**src/rtl/coeff_pkg.sv**
```systemverilog
// coeff_pkg
// Shared constants and helpers for the convolver coefficient store.
//   COEFF_IN_W      default width of bus-side coefficient words
//   COEFF_OUT_W     default width of coefficients seen by the convolver
//   COEFF_NUM_TAPS  default number of taps
//   sat_narrow()    signed-saturating narrow from in_w to out_w bits; also
//                   used by the convolver datapath model, so widths are
//                   run-time arguments (both limited to 64 bits).
package coeff_pkg;

    localparam int COEFF_IN_W     = 16;
    localparam int COEFF_OUT_W    = 12;
    localparam int COEFF_NUM_TAPS = 3;

    // Result carries the narrowed value in its low out_w bits, upper bits zero.
    function automatic logic [63:0] sat_narrow(input logic [63:0] value,
                                               input int          in_w,
                                               input int          out_w);
        logic signed [63:0] sval;
        logic signed [63:0] max_v;
        logic signed [63:0] min_v;
        logic        [63:0] keep_mask;
        logic        [63:0] result;
        // Sign-extend the in_w-bit input to the full 64 bits.
        sval      = signed'(value << (64 - in_w)) >>> (64 - in_w);
        max_v     = (64'sd1 <<< (out_w - 1)) - 64'sd1;
        min_v     = -(64'sd1 <<< (out_w - 1));
        // A 64-bit shift yields zero, so out_w == 64 still gives all ones.
        keep_mask = (64'd1 << out_w) - 64'd1;
        if (sval > max_v) begin
            result = max_v;
        end else if (sval < min_v) begin
            result = min_v;
        end else begin
            result = sval;
        end
        return result & keep_mask;
    endfunction

endpackage

```
**src/rtl/coeff_narrow.sv**
```systemverilog
// coeff_narrow
// Combinational IN_W-to-OUT_W narrowing of one coefficient.
//   din   in   IN_W   bus-side coefficient
//   dout  out  OUT_W  SAT_MODE=0: low OUT_W bits of din
//                     SAT_MODE=1: din treated as signed, clamped to OUT_W range
module coeff_narrow
    import coeff_pkg::*;
#(
    parameter int IN_W     = COEFF_IN_W,
    parameter int OUT_W    = COEFF_OUT_W,
    parameter int SAT_MODE = 0
) (
    input  logic [IN_W-1:0]  din,
    output logic [OUT_W-1:0] dout
);

    logic [63:0] sat_full;
    logic        unused_sat_bits;

    always_comb begin
        sat_full = sat_narrow(64'(din), IN_W, OUT_W);
        if (SAT_MODE != 0) begin
            dout = sat_full[OUT_W-1:0];
        end else begin
            dout = din[OUT_W-1:0];
        end
    end

    // Only the low OUT_W bits of the helper result are meaningful.
    assign unused_sat_bits = ^sat_full;

endmodule

```
**src/rtl/coeff_bank.sv**
```systemverilog
// coeff_bank
// Double-buffered coefficient store. Bus writes go to a shadow bank; the
// convolver only sees the active bank, which is loaded atomically on a commit.
// A commit requested while the convolver is busy is held until it goes idle.
//   clk             in   system clock
//   rst             in   synchronous active-high reset
//   coeff_ld        in   write coeff_in to shadow[coeff_sel]
//   coeff_sel       in   shadow write index
//   coeff_in        in   write data
//   commit_req      in   request shadow-to-active transfer
//   conv_busy       in   convolver busy, active bank must not change
//   rd_sel          in   shadow readback index
//   rd_data         out  registered shadow readback (0 for invalid index)
//   coeff_out       out  active bank, tap k at [k*OUT_W +: OUT_W]
//   shadow_full     out  every tap written since the last commit
//   commit_pending  out  commit accepted but waiting for conv_busy to drop
//   commit_done     out  pulse in the first cycle the new bank is visible
//   sel_err         out  pulse after a write with an out-of-range select
module coeff_bank
    import coeff_pkg::*;
#(
    parameter int NUM_TAPS = COEFF_NUM_TAPS,
    parameter int IN_W     = COEFF_IN_W,
    parameter int OUT_W    = COEFF_OUT_W,
    parameter int SAT_MODE = 0,
    parameter int SEL_W    = $clog2(NUM_TAPS)
) (
    input  logic                      clk,
    input  logic                      rst,
    input  logic                      coeff_ld,
    input  logic [SEL_W-1:0]          coeff_sel,
    input  logic [IN_W-1:0]           coeff_in,
    input  logic                      commit_req,
    input  logic                      conv_busy,
    input  logic [SEL_W-1:0]          rd_sel,
    output logic [IN_W-1:0]           rd_data,
    output logic [NUM_TAPS*OUT_W-1:0] coeff_out,
    output logic                      shadow_full,
    output logic                      commit_pending,
    output logic                      commit_done,
    output logic                      sel_err
);

    // One extra bit so NUM_TAPS itself is representable for the range check.
    localparam logic [SEL_W:0] TAPS_LIMIT = (SEL_W + 1)'(NUM_TAPS);

    logic [IN_W-1:0]           shadow      [NUM_TAPS];
    logic [IN_W-1:0]           next_shadow [NUM_TAPS];
    logic [NUM_TAPS-1:0]       written;
    logic [NUM_TAPS-1:0]       next_written;
    logic [NUM_TAPS*OUT_W-1:0] narrowed;
    logic [IN_W-1:0]           rd_next;
    logic                      sel_ok;
    logic                      rd_ok;
    logic                      do_commit;

    assign sel_ok    = ({1'b0, coeff_sel} < TAPS_LIMIT);
    assign rd_ok     = ({1'b0, rd_sel} < TAPS_LIMIT);
    assign do_commit = (commit_req | commit_pending) & ~conv_busy;

    // Shadow contents including this cycle's write, so a tap written in the
    // same cycle as a commit is part of that commit.
    always_comb begin
        for (int k = 0; k < NUM_TAPS; k++) begin
            next_shadow[k]  = shadow[k];
            next_written[k] = written[k];
            if (coeff_ld && sel_ok && (coeff_sel == SEL_W'(k))) begin
                next_shadow[k]  = coeff_in;
                next_written[k] = 1'b1;
            end
        end
    end

    always_comb begin
        rd_next = '0;
        if (rd_ok) begin
            rd_next = shadow[rd_sel];
        end
    end

    for (genvar g = 0; g < NUM_TAPS; g++) begin : g_narrow
        coeff_narrow #(
            .IN_W     (IN_W),
            .OUT_W    (OUT_W),
            .SAT_MODE (SAT_MODE)
        ) u_narrow (
            .din  (next_shadow[g]),
            .dout (narrowed[g*OUT_W +: OUT_W])
        );
    end

    assign shadow_full = &written;

    // Readback samples the shadow before this cycle's write lands.
    always_ff @(posedge clk) begin
        if (rst) begin
            for (int k = 0; k < NUM_TAPS; k++) begin
                shadow[k] <= '0;
            end
            written        <= '0;
            coeff_out      <= '0;
            rd_data        <= '0;
            commit_pending <= 1'b0;
            commit_done    <= 1'b0;
            sel_err        <= 1'b0;
        end else begin
            for (int k = 0; k < NUM_TAPS; k++) begin
                shadow[k] <= next_shadow[k];
            end
            written <= do_commit ? '0 : next_written;
            if (do_commit) begin
                coeff_out <= narrowed;
            end
            rd_data        <= rd_next;
            commit_pending <= ~do_commit & (commit_pending | (commit_req & conv_busy));
            commit_done    <= do_commit;
            sel_err        <= coeff_ld & ~sel_ok;
        end
    end

endmodule

```
**config.mk**
```make
export PLATFORM = sky130hd
export DESIGN_NAME = coeff_bank
export DESIGN_NICKNAME = d
export VERILOG_FILES = /design/src/rtl/coeff_pkg.sv /design/src/rtl/coeff_narrow.sv /design/src/rtl/coeff_bank.sv
export SDC_FILE = /design/constraint.sdc
export NUM_CORES = 1
export LEC_CHECK = 0
export ABC_CLOCK_PERIOD_IN_PS = 1200
export CORE_AREA = 2 2 106 87
export CTS_BUF_LIST = sky130_fd_sc_hd__clkbuf_16
export DETAILED_ROUTE_END_ITERATION = 12
export DIE_AREA = 0 0 108 89
export GPL_TIMING_DRIVEN = 0
export HOLD_SLACK_MARGIN = 0.02
export PLACE_DENSITY = 0.74
export SYNTH_ARGS = -nofsm -noshare
export SYNTH_HDL_FRONTEND = slang
export SYNTH_SLANG_ARGS = --single-unit
```
**constraint.sdc**
```tcl
create_clock -name clk -period 1.2 [get_ports clk]
set_clock_uncertainty 0.1 [all_clocks]
set_input_delay 0.3 -clock clk [delete_from_list [all_inputs] [get_ports clk]]
set_output_delay 0.3 -clock clk [all_outputs]
set_load 0.03 [all_outputs]
```
==> flow_summary.yaml, run 1 <==
die:
  die_h_um: 89
  die_area_um2: 9612
  initial_core_utilization_pct: 44.62
  rows: 30
  coreArea_um2: 8446
  width_of_the_chip_um: 108
  ios: 81
yosys:
  synth_seq_cells: 106
  netlist_area_um2: 3769
  synth.lib_cells_used.distinct: 26
  synth_flop_cell: "sky130_fd_sc_hd__dfxtp_1"
  synth-edff-count: 0
  avgSynthCellArea_um2: 11.28
  yosysWarningCount: 0
  synthCells: 334
  synth_seq_area_share_pct: 56.31
  share_of_flip_flops_with_an_asynchronous_set_or_reset_after_synthesis_pct: 0
  mappedNetlistNets: 359
detailed_routing:
  detailroute.via_count: 3210
  drc: 0
  dr_wl_cell_um: 20.56
  ant_nets: 0
  drtIter0Drc: 135
  drt-pass1-iter-count: 4
  routed_wl_um: 12050
  viasPerCell: 5.478
timing:
  timing.final.max_slew_violations: 0
  rsz0062_at_grt: "yes"
  tightest_slew_ps: 610.1
  final.setup.tns_ps: -7117
  maxClockFrequency_mhz: 713.8
  setup-violations-final: 78
  min_period_ps: 1401
  postLayoutSetupSlackWorst_ps: -200.9
  timing_hold_violations_final: 0
  maxSlewHeadroom_pct: 59.33
  post-route-period-util_pct: 116.7
outcome:
  run_status: "finished with violations"
  failed_checks: "setup timing"
cts:
  max_h_tree_level: 3
  cts_tree: "done"
  clock_insertion_delay_worst_skew_ps: 350
  clkSlewWorstSetupHoldPaths_ps: 70
  tritoncts.num_buffers: 9
  clock-root-buffer: "sky130_fd_sc_hd__clkbuf_16"
  clockBufferDepth: 2
  clkSinkCount: 106
run:
  max-cap-violations: 0
finish:
  layout_commonest_cell: "sky130_fd_sc_hd__buf_6"
  area_of_combinational_cells_with_multiple_inputs_um2: 2136
  storage_cell_area_um2: 2225
  fin_nets: 494
  layout.cells.most_common_list: "66 x sky130_fd_sc_hd__buf_6, 59 x sky130_fd_sc_hd__nor2_1, 48 x sky130_fd_sc_hd__mux2i_1, 48 x sky130_fd_sc_hd__dfxtp_1, 46 x sky130_fd_sc_hd__dfxtp_2"
  final.fill_count: 478
  areaGrowthSynthToFinish_pct: 71.51
  layout_cell_share_with_drive_strength_beyond_1_pct: 54.64
  finish.cell_count_without_fillers: 586
  antenna_diode_count: 0
setup_path:
  start_kind: "flop"
  setup.worst_path.start: "written[0]"
  max_stage_delay_cell_worst_path: "sky130_fd_sc_hd__dfxtp_2"
  crit_arrival_ps: 1000
  worstPathRequired_ps: 800
  cp_cell_instances: "and3_4 -> buf_6"
  cpPeakStageDelay_ps: 350
  worst-path-max-fanout: 2
  critical_path_type: "flop to primary output"
  crit_path_end_kind: "primary output"
  rr_startpoint: "commit_pending"
power_and_ir_drop:
  comb_power_share_pct: 14.5
  total_power_mw: 7.697
  power.switching_mw: 2.004
  vdd_ir_drop_max_uv: 1502
  power.share.clock_pct: 37.7
  p_sw_share_pct: 26.03
  powerDensity_nw_per_um2: 1191
  total_leakage_power_nw: 2.692
  cellInternalPower_mw: 5.693
  power.share.sequential_pct: 47.8
grt:
  grt_antenna_before_repair: 0
  global_route.overflow_total: 0
  grtUsageTotal_pct: 23.23
  first_global_vias: 3139
  pin_count_of_the_biggest_net_entering_global_routing: 19
  first_pass_grt_wire_length_um: 16550
place:
  dp_hpwl_um: 6429
  globalplace.congestion: 0.8136
  port-buffer-count: 78
  placed_cells_incl_taps: 524
worst_hold_path:
  hold_start: "coeff_sel[0]"
  min_path_type: "input pin to flop"
[worst max-delay path, delay by kind of cell (launching register included)]
| family | cells | cell delay, ps |
|---|---|---|
| DFF | 1 | 350 |
| buffers and inverters | 1 | 120 |
| and+or+nand+nor | 1 | 180 |
[registers in the layout, summed over array words and instances (netlist names)]
signal,flops
coeff_out,36
commit_done,1
rd_data,16
written,3
commit_pending,1
sel_err,1
shadow,48
[synth_stat cells, drive strengths merged, types with 2 or more instances]
master	instances	area, um2
a211oi	2	15.01
a21oi	5	25.02
a2bb2oi	11	96.34
buf	19	148.9
clkbuf	7	26.28
dfxtp	106	2122
inv	3	11.26
mux2i	64	640.6
nand2	5	18.77
nand3b	2	15.01
nor2	61	236.5
nor3b	2	20.02
o2bb2ai	36	315.3
or2	5	31.28
[kinds of logic (layout without fill, tap and decap cells)]
group	count (synthesis)	count (layout)	synth area share [%]
compound gates	56	56	12.45
buf+inv	29	169	4.947
flops	106	106	56.31
mux	64	64	17.00
simple gates	79	79	9.297
[layout make-up]
type,count,area share [%]
inverter,3,0.2516
clock buffer,10,3.871
sequential,106,34.42
timing repair buffer,124,20.63
clock inverter,6,0.7162
buffer,26,4.897
multi-input combinational,199,33.04
tap,112,2.168
[repair_timing]
action                                  4_1_cts  5_1_grt
endpoints found under the setup margin      160      127
buffers inserted                             14       27
pin swaps                                    33       10
gates resized for setup                     537       73
hold buffers                                  0        0
gates cloned                                  4        1
[per-layer routing]
layer	vias up	wire length (um)	global-route usage (%)
met3	19	803	5.539
li1	1455	-	-
met2	126	6168	39.39
met4	0	170	7.110
met5	-	0	0
met1	1610	4907	29.78
[worst paths after layout]
check	slack [ps]	end	depth (start not counted)
worst max-delay path	-200	shadow_full	2
worst min-delay path	140	sel_err	2
worst max register to register	-190	coeff_out[4]	5
worst min register to register	360	written[1]	2
[through the flow]
| stage | util (%) | instance area [um2] | setup WS [ps] | hold WS (ps) |
|---|---|---|---|---|
| after CTS | 68.52 | 5787 | -191.6 | 168.9 |
| after detailed placement | 56.25 | 4751 | -846.4 | 347.5 |
| after global routing | 76.53 | 6464 | -238.2 | 143.0 |
| final | 76.53 | 6464 | -200.9 | 143.7 |
| after floorplan | - | 3830 | -110.1 | 327.9 |
| after global placement | 56.25 | 4751 | -828.1 | 340.0 |
[power groups by stage]
stage	sequential (mW)	clock (mW)	combinational, mW
floorplan	3.82	0	0.350
global placement	3.74	0	0.712
finish	3.68	2.90	1.12
detailed placement	3.75	0	0.721
CTS	3.69	2.89	0.914
global route	3.69	3.05	1.16
No activity file was read; power rests on OpenSTA's default activity.
==> run 2: changes to the inputs <==
ABC_CLOCK_PERIOD_IN_PS = 1500   (was 1200)
CORE_AREA = 2 2 101 83   (was 2 2 106 87)
DIE_AREA = 0 0 103 85   (was 0 0 108 89)
PLACE_DENSITY = 0.77   (was 0.74)
clock period = 1.5 ns   (was 1.2 ns; I/O delays follow)
==> flow_summary.yaml, run 2 (same netlist as run 1, synthesis figures left out) <==
detailed_routing:
  dr_wl_cell_um: 17.78
  ant_nets: 0
  routed_wl_um: 9653
  viasPerCell: 5.249
  detailroute.via_count: 2850
  drtIter0Drc: 122
  drt-pass1-iter-count: 4
  drc: 0
cts:
  tritoncts.num_buffers: 9
  max_h_tree_level: 3
  clkSlewWorstSetupHoldPaths_ps: 70
  clockBufferDepth: 2
  clkSinkCount: 106
  cts_tree: "done"
  clock-root-buffer: "sky130_fd_sc_hd__clkbuf_16"
  clock_insertion_delay_worst_skew_ps: 340
grt:
  pin_count_of_the_biggest_net_entering_global_routing: 17
  first_pass_grt_wire_length_um: 15260
  grtUsageTotal_pct: 23.27
  global_route.overflow_total: 0
  grt_antenna_before_repair: 0
  first_global_vias: 2946
setup_path:
  worst-path-max-fanout: 2
  r2r-end: "coeff_out[22]"
  critical_path_type: "flop to primary output"
  crit_path_end_kind: "primary output"
  cpPeakStageDelay_ps: 360
  reg2reg_setup_slack_ps: 100
  critPathBufInv: 1
  critPathTopFamily: "flip-flops"
  rr_startpoint: "commit_pending"
  worstRegToRegCells: 5
  cp_cell_instances: "clkdlybuf4s15_2"
  max_stage_delay_cell_worst_path: "sky130_fd_sc_hd__dfxtp_1"
  crit_arrival_ps: 1020
  start_kind: "flop"
  worstPathRequired_ps: 1020
die:
  rows: 29
  die_h_um: 85
  width_of_the_chip_um: 103
  die_area_um2: 8755
  ios: 81
  coreArea_um2: 7765
  initial_core_utilization_pct: 48.53
worst_hold_path:
  hold-path-endpoint: "commit_pending"
  hold_start: "conv_busy"
  hold-path-cell-count: 2
  min_path_type: "input pin to flop"
timing:
  maxSlewHeadroom_pct: 58.95
  tightest_slew_ps: 615.8
  rsz0062_at_grt: "yes"
  timing_hold_violations_final: 0
  setup-violations-final: 0
  min_period_ps: 1494
  timing.final.max_slew_violations: 0
  post-route-period-util_pct: 99.60
  maxClockFrequency_mhz: 669.4
finish:
  layout.cells.most_common_list: "106 x sky130_fd_sc_hd__dfxtp_1, 60 x sky130_fd_sc_hd__nor2_1, 52 x sky130_fd_sc_hd__mux2i_1, 29 x sky130_fd_sc_hd__o2bb2ai_1, 26 x sky130_fd_sc_hd__clkdlybuf4s15_2"
  largest_registers_ranked_by_flip_flop_count: "shadow (48), coeff_out (36), rd_data (16)"
  fin_nets: 455
  registers.top_by_ff_count: "shadow"
  antenna_diode_count: 0
  areaGrowthSynthToFinish_pct: 36.92
  core_util_final_pct: 66.45
  layout_cell_share_with_drive_strength_beyond_1_pct: 27.13
  final.fill_count: 636
  largest_reg_flops: 48
  layout_commonest_cell: "sky130_fd_sc_hd__dfxtp_1"
  storage_cell_area_um2: 2122
  area_of_combinational_cells_with_multiple_inputs_um2: 1594
power_and_ir_drop:
  total_power_mw: 5.994
  power.switching_mw: 1.391
  power.share.clock_pct: 40.8
  vdd_ir_drop_max_uv: 849.0
  powerDensity_nw_per_um2: 1162
  p_sw_share_pct: 23.20
  power.share.sequential_pct: 49.0
  total_leakage_power_nw: 2.178
  cellInternalPower_mw: 4.603
  comb_power_share_pct: 10.1
place:
  globalplace.congestion: 0.7958
  dp_hpwl_um: 6331
  port-buffer-count: 78
outcome:
  run_status: "finished clean"
run:
  max-cap-violations: 0
## run 2: repair_timing
action,4_1_cts,5_1_grt
gates cloned,0,0
endpoints found under the setup margin,137,62
hold buffers,0,0
pin swaps,3,0
gates resized for setup,187,61
setup buffers,7,0
## run 2: power groups by stage
stage	combinational, mW	sequential [mW]	clock [mW]
floorplan	0.264	3.06	0
global placement	0.547	2.99	0
detailed placement	0.556	3.00	0
CTS	0.593	2.94	2.45
global route	0.648	2.95	2.57
finish	0.606	2.94	2.45
## run 2: area by class of cell
| type | instances | area share [%] |
|---|---|---|
| Sequential cell | 106 | 41.13 |
| Multi-Input combinational cell | 199 | 30.89 |
| Timing Repair Buffer | 85 | 14.79 |
| Clock buffer | 9 | 4.365 |
| Buffer | 26 | 4.340 |
| Tap cell | 108 | 2.619 |
| Clock inverter | 7 | 1.649 |
| Inverter | 3 | 0.2182 |
## run 2: metrics by stage
| stage | setup slack [ps] | hold WS (ps) | TNS, ps | cell area [um2] | std cells |
|---|---|---|---|---|---|
| after global placement | -601.5 | 341.8 | -47640 | 4684 | 520 |
| after floorplan | 31.74 | 327.9 | 0 | 3769 | 334 |
| after global routing | -9.441 | 267.0 | -22.39 | 5160 | 543 |
| after CTS | -7.929 | 268.6 | -7.929 | 5202 | 543 |
| after detailed placement | -653.0 | 347.4 | -50230 | 4684 | 520 |
| final | 6.059 | 246.7 | 0 | 5160 | 543 |
## run 2: how the worst max path moves through the flow
stage | startpoint | cells after the start | endpoint | slack, ps
2_1_floorplan | commit_pending | 5 | coeff_out[3] | 30
3_3_place_gp | rd_sel[0] | 6 | rd_data[11] | -600
3_5_place_dp | conv_busy | 5 | coeff_out[34] | -650
4_1_cts | written[1] | 2 | shadow_full | -8
5_1_grt | coeff_out[20] | 1 | coeff_out[20] | -9
6_report | coeff_out[20] | 1 | coeff_out[20] | 6
## run 2: metal layers
| layer | wire length [um] | track usage, % | vias to the layer above |
|---|---|---|---|
| met5 | 0 | 0 | - |
| met1 | 4261 | 31.76 | 1378 |
| met2 | 4548 | 36.72 | 100 |
| met4 | 121 | 6.938 | 0 |
| li1 | - | - | 1362 |
| met3 | 721 | 5.684 | 10 |
